==> src/rtl/jpeg_stream_feeder.sv <==
// jpeg_stream_feeder
//   Feeds entropy-coded JPEG scan bytes to the entropy decoder input bus.
//   It removes 0xFF00 byte stuffing and drops 0xFF fill bytes. It stops at the
//   first marker: EOI ends the scan cleanly, and any other marker sets marker_err.
//   Bytes are packed MSB-first into OUT_W-bit words. A partial last word is
//   padded with 0xFF. Each word is handed over while the decoder asserts request.
// Ports
//   clk, rst            : clock, synchronous active-high reset
//   start               : pulse, begins a new scan from IDLE/DONE
//   byte_in/byte_valid  : scan byte stream in; byte_ready = accept
//   data_out/valid_out  : packed word out, transfers when request is high
//   request             : decoder pull request
//   done                : scan finished and final word delivered
//   marker_err          : sticky, scan ended on a non-EOI marker
//   word_count          : words transferred this scan, saturating
module jpeg_stream_feeder #(
  parameter int unsigned OUT_W = 32
) (
  input  logic             clk,
  input  logic             rst,
  input  logic             start,
  input  logic [7:0]       byte_in,
  input  logic             byte_valid,
  output logic             byte_ready,
  output logic [OUT_W-1:0] data_out,
  output logic             valid_out,
  input  logic             request,
  output logic             done,
  output logic             marker_err,
  output logic [15:0]      word_count
);

  localparam int unsigned NB = OUT_W / 8;
  localparam int unsigned CW = (NB > 1) ? $clog2(NB) : 1;

  typedef enum logic [2:0] {S_IDLE, S_SCAN, S_FF_SEEN, S_FLUSH, S_DONE} state_t;

  state_t           state_q, state_d;
  logic [OUT_W-1:0] acc_q, acc_d;
  logic [CW-1:0]    acc_cnt_q, acc_cnt_d;
  logic [OUT_W-1:0] hold_q, hold_d;
  logic             valid_q, valid_d;
  logic             done_q, done_d;
  logic             marker_err_q, marker_err_d;
  logic [15:0]      word_count_q, word_count_d;

  logic             word_full, xfer, hold_free, ready_c, accept;
  logic             push, load;
  logic [7:0]       push_byte;
  logic [OUT_W-1:0] load_word, pad_word;

  always_comb begin
    state_d      = state_q;
    acc_d        = acc_q;
    acc_cnt_d    = acc_cnt_q;
    hold_d       = hold_q;
    valid_d      = valid_q;
    done_d       = done_q;
    marker_err_d = marker_err_q;
    word_count_d = word_count_q;
    push         = 1'b0;
    push_byte    = '0;
    load         = 1'b0;
    load_word    = '0;

    word_full = (acc_cnt_q == CW'(NB - 1));
    xfer      = valid_q && request;
    hold_free = !valid_q || request;
    // Stall only the byte that would complete a word while the holding
    // register cannot drain. A byte that would not push anything is stalled
    // too, because the stall condition ignores the byte value.
    ready_c   = (state_q == S_SCAN || state_q == S_FF_SEEN) &&
                !(word_full && valid_q && !request);
    accept    = byte_valid && ready_c;

    // Shift 0xFF in from the right until the held bytes reach the MSB end.
    pad_word = acc_q;
    for (int unsigned i = 0; i < NB; i++) begin
      if (i < NB - 32'(acc_cnt_q)) pad_word = {pad_word[OUT_W-9:0], 8'hFF};
    end

    if (xfer) begin
      valid_d = 1'b0;
      if (word_count_q != '1) word_count_d = word_count_q + 16'd1;
    end

    case (state_q)
      S_IDLE, S_DONE: begin
        if (start) begin
          state_d      = S_SCAN;
          acc_d        = '0;
          acc_cnt_d    = '0;
          word_count_d = '0;
          marker_err_d = 1'b0;
          done_d       = 1'b0;
        end
      end
      S_SCAN: begin
        if (accept) begin
          if (byte_in == 8'hFF) begin
            state_d = S_FF_SEEN;
          end else begin
            push      = 1'b1;
            push_byte = byte_in;
          end
        end
      end
      S_FF_SEEN: begin
        if (accept) begin
          case (byte_in)
            8'h00: begin
              push      = 1'b1;
              push_byte = 8'hFF;
              state_d   = S_SCAN;
            end
            8'hFF: ;
            8'hD9: state_d = S_FLUSH;
            default: begin
              marker_err_d = 1'b1;
              state_d      = S_FLUSH;
            end
          endcase
        end
      end
      S_FLUSH: begin
        if (acc_cnt_q != '0) begin
          if (hold_free) begin
            load      = 1'b1;
            load_word = pad_word;
            acc_cnt_d = '0;
          end
        end else if (!valid_q) begin
          state_d = S_DONE;
          done_d  = 1'b1;
        end
      end
      default: state_d = S_IDLE;
    endcase

    if (push) begin
      acc_d = {acc_q[OUT_W-9:0], push_byte};
      if (word_full) begin
        load      = 1'b1;
        load_word = acc_d;
        acc_cnt_d = '0;
      end else begin
        acc_cnt_d = acc_cnt_q + CW'(1);
      end
    end

    if (load) begin
      hold_d  = load_word;
      valid_d = 1'b1;
    end
  end

  always_ff @(posedge clk) begin
    if (rst) begin
      state_q      <= S_IDLE;
      acc_q        <= '0;
      acc_cnt_q    <= '0;
      hold_q       <= '0;
      valid_q      <= 1'b0;
      done_q       <= 1'b0;
      marker_err_q <= 1'b0;
      word_count_q <= '0;
    end else begin
      state_q      <= state_d;
      acc_q        <= acc_d;
      acc_cnt_q    <= acc_cnt_d;
      hold_q       <= hold_d;
      valid_q      <= valid_d;
      done_q       <= done_d;
      marker_err_q <= marker_err_d;
      word_count_q <= word_count_d;
    end
  end

  assign byte_ready = ready_c;
  assign data_out   = hold_q;
  assign valid_out  = valid_q;
  assign done       = done_q;
  assign marker_err = marker_err_q;
  assign word_count = word_count_q;

endmodule

==> config.mk <==
export PLATFORM = sky130hd
export DESIGN_NAME = jpeg_stream_feeder
export DESIGN_NICKNAME = d
export VERILOG_FILES = /design/src/rtl/jpeg_stream_feeder.sv
export SDC_FILE = /design/constraint.sdc
export NUM_CORES = 1
export LEC_CHECK = 0
export CAP_MARGIN = 10
export CORE_UTILIZATION = 51
export CTS_CLUSTER_SIZE = 10
export DETAILED_ROUTE_END_ITERATION = 7
export PLACE_DENSITY = 0.75
export SYNTH_ARGS = -nofsm -noshare
export SYNTH_HDL_FRONTEND = slang
export SYNTH_SLANG_ARGS = --single-unit
==> constraint.sdc <==
create_clock -name clk -period 2.52 [get_ports clk]
set_clock_uncertainty 0.05 [all_clocks]
set_input_delay 0.504 -clock clk [delete_from_list [all_inputs] [get_ports clk]]
set_output_delay 0.504 -clock clk [all_outputs]
set_load 0.03 [all_outputs]
-- Yosys cells after proc, flatten, opt, wreduce, memory -nomap -nowiden
Index checks and enable logic that the tools add are counted.
- add/sub/neg operators: 3
- order comparisons: 4
- equal/unequal tests: 19
- mux-type cells: 54
- reductions and logical operators: 26
- operators with widths (operator ; number):
    $mux 32 ; 12
    $lt 1x32->1 const A ; 2
    $lt 2x32->1 const A ; 2
    $mux 16 ; 4
    $mux 8 ; 4
    $mux 3 ; 6
    $add 16x1->16 const B ; 1
    $eq 8x8->1 const B ; 2
    $mux 1 ; 16
    $ne 16x16->1 const B ; 1
    $pmux 8 s2 ; 1
    $ne 2x2->1 const B ; 7
    $pmux 3 s4 ; 1
    $reduce_and 4->1 ; 3
    $reduce_bool 2->1 ; 6
    $mux 2 ; 5
    $ne 3x3->1 const B ; 3
    $logic_not 8->1 ; 1
    $reduce_and 7->1 ; 1
    $eq 3x2->1 const B ; 2
    $pmux 1 s2 ; 3
    $pmux 3 s2 ; 1
    $logic_and 1x1->1 ; 5
    $pmux 2 s2 ; 1
    13 further kinds ; 16
- register bits: 88
- output and inout port bits: 52
- logic and storage cells: 114

-- Logic depth before layout (Yosys ltp)
Gate-level depths: netlist of the first run.
- depth after elaboration: 11
- depth in mapped cells: 9
- gate-level depth less buffers: 7

-- Worst setup path before layout of the first run
OpenSTA, ideal clock, no wires.
- kind: register to register
- from: register word_count_q[3] (netlist: word_count[3])
- to: register word_count_q[10] (netlist: word_count[10])
- library setup time: 0.115 ns
- arrival: 1.799 ns
- setup slack: 0.555 ns
- cell stages (with the launch flop): 6
- buffers on the path: 0
- period minus slack after synthesis: 1.965 ns
- cell sequence: dfxtp_1 > and4_1 > nand4_1 > o21ai_0 > nor3_1 > o21ba_2
- cells in the longest elaborated chain, start to end: 5
- elaborated cells between the ends (all ways): 6
- those cells by class: 1 x add/sub; 1 x eq/ne; 4 x mux
- ends and longest elaborated chain (item ; RTL line ; source):
    start, declared ; 45 ; logic [15:0] word_count_q, word_count_d;
    start signal, assigned ; 175 ; word_count_q <= word_count_d;
    $add 16x1->16 / $ne 16x16->1 (equally long branches) ; 84 ; if (word_count_q != '1) word_count_d = word_count_q + 16'd1;
    $mux 16 (*) ; 84 ;
    $mux 16 (*) ; 82 ; if (xfer) begin
    $mux 16 ; 89 ; if (start) begin
    $mux 16 (*) ; 87 ; case (state_q)
Mark *: on every way between the ends. The rest lies on a longest branch, timed or not.
A chain may end at the register's enable or synchronous reset.

-- Final worst setup path of the first run
- from: input byte_in[1]
- to: register hold_q[0] (netlist: data_out[0])
- cells in the longest elaborated chain, start to end: 6
- elaborated cells between the ends (all ways): 15
- those cells by class: 1 x eq/ne; 13 x mux; 1 x reduce/logical
- ends and longest elaborated chain (item ; RTL line ; source):
    start, declared ; 22 ; input logic [7:0] byte_in,
    $eq 8x8->1 / $logic_not 8->1 (equally long branches) ; 100, 110 ;
    $mux 8 (on tied branches) ; 100, 110 ;
    $mux 8 (on tied branches) ; 99, 109 ;
    $pmux 8 s2 ; 87 ;
    $mux 32 ; 142 ; if (word_full) begin
    $mux 32 ; 140 ; if (push) begin
    end signal, assigned ; 171 ; hold_q <= hold_d;
    end, declared ; 41 ; logic [OUT_W-1:0] hold_q, hold_d;
Parallel ways exist; a longest one is shown, timed or not.

==> results of run 1 <==
## cells in the mapped netlist, drive strengths merged, types with 8 or more instances
master / n / area (µm²)
nor3: 31 / 171.4
nand2: 44 / 165.2
o221ai: 14 / 128.9
nor2: 41 / 153.9
o21ai: 10 / 50.04
a311oi: 9 / 78.83
a211oi: 19 / 142.6
a21oi: 65 / 325.3
buf: 19 / 128.9
clkbuf: 21 / 78.83
nor2b: 8 / 50.05
dfxtp: 88 / 1762
nand3: 37 / 185.2
a31oi: 13 / 81.33
mux2i: 9 / 90.09
o21bai: 8 / 60.06
## per-stage QoR
stage / power, µW / setup slack, ns / instance area [µm²] / setup TNS, ns / hold slack [ns]
finish: 2936 / 0.2849 / 5354 / 0 / 0.3098
global route: 3037 / 0.1195 / 5354 / 0 / 0.2979
CTS: 2941 / 0.2811 / 5354 / 0 / 0.3065
detailed placement: 1768 / -0.1089 / 5109 / -1.602 / 0.4173
global placement: 1761 / 0.07994 / 5109 / 0 / 0.4048
floorplan: 1675 / 0.5554 / 4322 / 0 / 0.3976
## flip-flops by register name, indices dropped and copies added, names as in the netlist
register and count:
acc_cnt_q 2, acc_q 32, data_out 32, done 1, marker_err 1, state_q 3
valid_out 1, word_count 16
## cells in the final DEF (no fill, tap or decap), types with 9 or more instances in the layout
cell             Yosys  layout
dfxtp_1             88      88
a21oi_1             65      65
clkdlybuf4s50_1      0      62
nand2_1             44      44
nor2_1              41      41
nand3_1             37      37
nor3_1              29      29
buf_4                4      21
a211oi_1            19      19
a31oi_1             13      13
o221ai_1            13      13
clkbuf_8             0      10
a311oi_1             9       9
o21ai_0              9       9
mux2i_1              9       9
## worst max-delay path, stage by stage
cell	delay, ns
clkdlybuf4s50_1	0.45
nor4_1	0.41
and4_1	0.34
o221a_2	0.28
buf_12	0.17
nor3_1	0.06
a211oi_1	0.22
## metal layers
metal  share of wire, %  wire, µm
met5                  0         0
met4                1.9       205
met3                4.7       521
met2                 47      5148
met1                 47      5192
## logic make-up (layout without fill, tap and decap cells)
group / Yosys count / count (layout)
buffers and inverters: 46 / 110
xor gates and xnor gates: 7 / 7
AOI/OAI and AO/OA: 157 / 157
and+or+nand+nor: 205 / 205
adders and majority gates: 6 / 6
muxes: 10 / 10
DFF: 88 / 88
## layout make-up
class / instances / area (µm²)
clock buffer: 11 / 141.4
clock inverter: 5 / 103.9
fill: 735 / 2863
inverter: 6 / 22.52
multi-input combinational: 385 / 2330
sequential: 88 / 1762
tap: 105 / 131.4
timing repair buffer: 88 / 863.3
## final timing paths
check | slack [ns] | depth (start not counted) | from | to
max reg2reg | 0.33 | 8 | acc_cnt_q[1]$_SDFFE_PP0P_ | data_out[25]$_SDFFE_PP0P_
min reg2reg | 0.43 | 2 | acc_q[28]$_SDFFE_PP0P_ | acc_q[28]$_SDFFE_PP0P_
min | 0.31 | 2 | rst | state_q[2]$_SDFFE_PP0P_
max | 0.28 | 7 | byte_in[1] | data_out[0]$_SDFFE_PP0P_
## where the power goes
group / internal, µW / switching [µW] / total (µW)
clock network: 687 / 509 / 1200
logic: 111 / 190 / 301
registers: 1410 / 30.0 / 1440
==> impl_metrics.toml, run 1 <==
[logic_synthesis]
ys_seq_area_share_pct = 40.76
netlist_instances = 519
synth-simple-area-share_pct = 24.20
yosys.area_share.adder_pct = 1.737
syn_area_um2 = 4322
synth_xor_area_share_pct = 1.419
synth_mux_area_share_pct = 2.345
syn_area_per_cell_um2 = 8.327
yosys_warnings = 0
synth_edf_count = 0
synth_compound_area_share_pct = 24.20
synth.distinct_cells = 56
synth_nets = 538
ys_seq_elements = 88
synth_top_family_by_area = "compound AO/OA/AOI/OAI gates"
synth_ff_type = "dfxtp_1"
async_flop_share_pct = 0

[status]
status = "finished, final reports clean"

[clocking]
clk_pin_slew_ns = 0.08
cts_root_buffer = "clkbuf_8"
cts_sinks = 88
htreeDepth = 3
cts_tree = "done"
clk_latency_ns = 0.36
cts_resized = 0
hold_buffers = 0
post_cts_buffers = 0
cts_buffers = 9
clock_path_buffers = 2

[power]
p_leak_uw = 0.001807
power.density_nw_per_um2 = 548.4
ir_worst_vdd_v = 0.0002584

[floorplanning]
start_util_pct = 52.60
pin_count = 65
row_count = 33
die_h_um = 94.06
core_area_um2 = 8217
die_x_um = 94.06
dieArea_um2 = 8846

[critical_path]
timing_worst_setup_path_type = "in -> reg"
crit_path_end_kind = "register"
critPathMaxFanout = 24
start_kind = "primary input"
arrival_ns = 2.45
required_ns = 2.73

[sta]
drv_slew = 0
worst_slew_pin_slew_ns = 0.7212
timing.fmax_mhz = 447.4
rsz0062_at_grt = "false"
slew-limit-headroom_pct = 51.92
setup_viol = 0
fin_crit_sh_pct = 88.69
fin_crit_ns = 2.235
finalHoldViolCount = 0

[placed_design]
port_buffers = 64
gp_congestion = 0.8436
dpl.cell_count = 672
dp_hpwl_mm = 7.420

[finish]
drive_gt1_share_pct = 8.919
n_antenna_cell = 0
final_nets = 597
post-route-util_pct = 65.16
syn_to_final_growth_pct = 23.89
fin_cells = 688

[global_route]
use_met2_pct = 42.64
gr-total-overflow = 0
met3_usage_pct = 3.722
grt_max_degree = 71
grt.busiest_layer = "met2"
grt_pass1_vias = 3708
grt.total_usage_pct = 25.90
grt_pass1_wl_mm = 17.97
antenna_found_initial = 0
met1_usage_pct = 34.19

[routing]
routedWlPerCell_um = 16.09
drc = 0
ant_nets = 0
wl_mm = 11.07
drt_first_pass_iters = 4
drtIter0Drc = 173
vias_per_cell = 5.983
vias = 4116

[flow_run]
cap_violations = 0

[min_path]
min-delay-path-class = "in -> reg"
No activity file was read; power rests on OpenSTA's default activity.
==> run 2: changes to the inputs <==
Settings changed: PLACE_DENSITY 0.75 to 0.79.
==> impl_metrics.toml, run 2 (same netlist as run 1, synthesis figures left out) <==
[placed_design]
gp_congestion = 0.8529
post-place-ws_ns = -0.01308
port_buffers = 64
dpl-instance-area_um2 = 5116
dpl.cell_count = 673
dp_hpwl_mm = 7.452

[sta]
setup_ws_ns = 0.3084
slew-limit-headroom_pct = 55.12
timing.fmax_mhz = 452.2
finalHoldViolCount = 0
fin_crit_sh_pct = 87.76
fin_crit_ns = 2.212
rsz0062_at_grt = "false"
worst_slew_pin_slew_ns = 0.6662
setup_viol = 0
drv_slew = 0

[clocking]
clock_path_buffers = 2
htreeDepth = 3
clk_pin_slew_ns = 0.08
cts_tree = "done"
cts_sinks = 88
cts_buffers = 9
cts_resized = 0
clk_latency_ns = 0.36
post_cts_buffers = 0
cts_root_buffer = "clkbuf_8"
hold_buffers = 0

[global_route]
grt.total_usage_pct = 25.74
gr-total-overflow = 0
grt_max_degree = 38
grt_pass1_wl_mm = 18.01
antenna_found_initial = 0
grt_pass1_vias = 3828

[finish]
n_fill_cell = 719
regArea_um2 = 1762
post-route-util_pct = 64.85
final_common_cell = "dfxtp_1"
final_cell_area_um2 = 5329
fin_cells = 689
multi_input_area_um2 = 2330
syn_to_final_growth_pct = 23.31
final_nets = 598
drive_gt1_share_pct = 9.247
layout_common_cells = "dfxtp_1, a21oi_1, clkdlybuf4s50_1"
n_antenna_cell = 0

[floorplanning]
row_count = 33
core_area_um2 = 8217
pin_count = 65
dieArea_um2 = 8846
start_util_pct = 52.60
die_x_um = 94.06
die_h_um = 94.06

[critical_path]
crit_slowest_cell = "dfxtp_1"
timing_worst_setup_path_type = "reg -> out"
worstPathCellList = "nor2b_1 > o21bai_1 > nor2_1 > buf_4"
critical-path-max-stage-delay_ns = 0.49
r2r_slack_ns = 0.34
crit_path_end_kind = "output pin"
arrival_ns = 1.66
rr_endpoint = "data_out[28]$_SDFFE_PP0P_"
reg2regPathDepth = 6
path_buf_inv = 1
cpLargestDelayFamily = "flip-flops"
required_ns = 1.97
critPathMaxFanout = 10
rr_startpoint = "acc_cnt_q[0]$_SDFFE_PP0P_"
start_kind = "register"

[min_path]
holdPathStages = 2
hold_start = "rst"
min-delay-path-class = "in -> reg"
min_delay_worst_endpoint = "state_q[2]$_SDFFE_PP0P_"

[routing]
drc = 0
wl_mm = 10.77
ant_nets = 0
wl_met3_um = 645
vias = 4179
route.met2.wl_mm = 5.151
routed.top_layer = "met4"
vias_per_cell = 6.065
wl_met1_mm = 4.771
routedWlPerCell_um = 15.64
drt_first_pass_iters = 7
drtIter0Drc = 242

[flow_run]
cap_violations = 0

[power]
ir_worst_vdd_v = 0.0002989
p_leak_uw = 0.001795
power.density_nw_per_um2 = 519.9
power_uw = 2771

[status]
status = "finished, final reports clean"
-- run 2: layout make-up --
type / instances / share of cell area (%)
multi-input cells: 385 / 43.72
flip-flops and latches: 88 / 33.06
repair buffers: 89 / 16.34
clock buffers: 10 / 2.583
well taps: 105 / 2.465
clock inverters: 6 / 1.409
inverters: 6 / 0.4226
-- run 2: through the flow --
stage | TNS [ns] | hold slack [ns]
detailed placement | -0.01308 | 0.4126
global placement | 0 | 0.4033
global route | 0 | 0.3383
finish | 0 | 0.3353
CTS | 0 | 0.3239
floorplan | 0 | 0.3976
-- run 2: how the worst max path moves through the flow --
stage	slack, ns	cells past startpoint	to	from
global route	0.15	6	data_out[28]$_SDFFE_PP0P_	acc_cnt_q[0]$_SDFFE_PP0P_
CTS	0.30	4	byte_ready	state_q[1]$_SDFFE_PP0P_
finish	0.31	4	byte_ready	state_q[1]$_SDFFE_PP0P_
global placement	0.06	7	data_out[25]$_SDFFE_PP0P_	byte_in[1]
detailed placement	-0.01	7	data_out[28]$_SDFFE_PP0P_	byte_in[1]
floorplan	0.56	5	word_count[10]$_SDFF_PP0_	word_count[3]$_SDFF_PP0_
-- run 2: per-layer routing --
metal / up-vias / track usage [%]
met5: - / 0
met4: 0 / 9.103
met3: 18 / 5.097
met2: 138 / 44.53
met1: 1974 / 31.59
li1: 2049 / -
-- run 2: power breakdown --
group	internal, µW	switching (µW)
registers	1410	29.2
logic	114	189
clock network	499	529
total	2020	748
-- run 2: worst reg2reg max path, stage by stage (launching register included) --
cell      delay [ns]
dfxtp_1         0.44
ha_1            0.49
nor2b_1         0.09
o21ai_1         0.42
o221ai_1        0.21
o21bai_1        0.19
a211oi_1        0.22
==> RTL change (settings of run 2) <==
Encoding of `state_t`: now one-hot (5 bits for 5 states).
--- a/src/rtl/jpeg_stream_feeder.sv
+++ b/src/rtl/jpeg_stream_feeder.sv
@@ -35,3 +35,3 @@
 
-  typedef enum logic [2:0] {S_IDLE, S_SCAN, S_FF_SEEN, S_FLUSH, S_DONE} state_t;
+  typedef enum logic [4:0] {S_IDLE = 5'b00001, S_SCAN = 5'b00010, S_FF_SEEN = 5'b00100, S_FLUSH = 5'b01000, S_DONE = 5'b10000} state_t;
 
Check against the original RTL: same outputs for any inputs over 4 cycles, from zero or initial values and one cycle with rst high; so few cycles prove little.
==> RTL change against run 2 <==
The flow now finishes with violations (design-rule violations). Synthesized area up 8.5%. Design area up 11%. Sequential share of layout area decreased by 2.9 points. Via count grew 18%. Count of clock-buffer cells in the layout is the same. Routed wire length increased by 25%. Sequential cell count grew 1. Setup slack got worse by 0.17 ns. First-iteration DRC count increased by 110%. Die area up 8.3%. Critical path type is now in2reg.
Power is not compared: it rests on default switching activity, and its combinational part moved more than twofold at a synthesized area within 25%.
==> RTL change: results (changes against run 2) <==
outcome finished with violations; violated checks design-rule violations; Post-synth ARST share 0% (unchanged); Ys Warns 0 (unchanged); Fill cells 721 (+0.28%); Hold Path Cell Cnt 3 (+1); WL/cell 17.65 um (+13%); global-route wire length before repair 22.56 mm (+25%); first drt pass iteration count 8 (+1); initial antenna violation count 0 (unchanged); XOR/XNOR Fraction of Synth Area 2.428% (+1.0 points); worst skew pair latency 0.37 ns; slew at the pin closest to its max-slew limit 0.7600 ns (+0.09380 ns); Placed Area 5703 um2 (+11%); post-synthesis adder-cell area fraction 1.601% (-0.14 points); max FFs per register 32; DR vias/cell 6.464 (+6.6%); Detailed Place HPWL 9.609 mm (+29%); Yosys cell types 56 (unchanged); nets 671 (+12%); CP Max Fanout 11 (+1); CP top delay family simple AND/OR/NAND/NOR gates; worst r2r path cells 7 (+1); min-delay worst type in2reg; Ant. Diodes 0 (unchanged); clock buffer count from CTS 9 (unchanged); Max stage delay on crit path 0.57 ns (+0.08 ns); Initial DRC Count 497 (+110%); Storage cell area 1782 um2 (+1.1%); Clock transition at path regs 0.10 ns (+0.02 ns); register area share after synthesis 37.99% (-2.8 points); input/output buffers 64 (unchanged); Post-CTS Repair Setup Buffers 0 (unchanged); Post-route DRC 6 (+6); number of global-route vias before repair 4623 (+21%); Lkg Pwr 1.882 nW; Post-Place Setup Slack -0.3763 ns (-0.3632 ns); share of layout cells above drive strength 1 13.70% (+4.5 points); Fin. Hold Viols 0 (unchanged); total gr overflow 0 (unchanged); global placement routability congestion 0.8883 (+4.2%); data arrival time of the critical path 2.60 ns (+0.94 ns); root buffer cell clkbuf_8; Slowest-stage cell, CP or4_4; top post-synthesis cells by area dfxtp_1, o211ai_1, nand3_1; Synth top cells by count dfxtp_1, nand3_1, nor2_1, o211ai_1, a21oi_1; CTS resizes 0 (unchanged); pin count of the biggest net entering global routing 70 (+84%); Net Count, Synth 596 (+11%); H-tree depth 3 (unchanged); Synth Area in Compound Gates 29.40% (+5.2 points); mux share of post-synthesis cell area 0.4536% (-1.9 points); Peak supply drop 316.3 uV; total track usage 28.95% (+3.2 points); CTS max path bufs 2 (unchanged); Antenna Nets Post-Route 0 (unchanged)
## RTL change: cell count changes after synthesis, sizes merged, moves of 9 or more
cell / change
xnor2: +11
nor3: -20
clkbuf: +17
nand3: +16
o211ai: +40
a21oi: -24
inv: +9
## RTL change: layout make-up
class | instances | share of cell area, %
clock inverters | 6 | 0.8696
multi-input cells | 420 | 45.20
repair buffers | 117 | 18.32
well taps | 108 | 2.291
flip-flops and latches | 89 | 30.20
inverters | 15 | 0.9544
clock buffers | 10 | 2.163
## RTL change: through the flow
step                utilization (%)  TNS (ns)  instances
global placement              64.76    -9.975        749
global route                  66.99         0        765
CTS                           66.79         0        765
finish                        66.99         0        765
floorplan                         -         0        577
detailed placement            64.76    -13.10        749
## RTL change: worst paths after layout
path / start / to / slack, ns
hold / removal: rst / state_q[1] / 0.45
setup / recovery: byte_in[1] / data_out[15] / 0.14
hold reg to reg: acc_q[30] / acc_q[30] / 0.45
setup reg to reg: state_q[3] / data_out[15] / 0.27
## RTL change: cells by family (layout without fill, tap and decap cells)
| family | after synthesis | count (layout) |
|---|---|---|
| xor gates and xnor gates | 13 | 13 |
| buffers and inverters | 68 | 148 |
| and+or+nand+nor | 205 | 205 |
| muxes | 2 | 2 |
| DFF | 89 | 89 |
| AOI/OAI and AO/OA | 194 | 194 |
| adders and majority gates | 6 | 6 |
## RTL change: layer usage
layer / global-route usage [%] / up-vias / share of wire [%]
li1: - / 2344 / -
met1: 37.75 / 2332 / 43
met5: 0 / - / 0
met2: 47.62 / 229 / 48
met4: 10.02 / 0 / 2.3
met3: 5.870 / 40 / 6.7
## RTL change: power breakdown
| part | internal [W] | switching (W) | total, W |
|---|---|---|---|
| Combinational | 0.000222 | 0.000388 | 0.000610 |
| Clock | 0.000370 | 0.000542 | 0.000912 |
| Sequential | 0.00142 | 0.0000304 | 0.00145 |
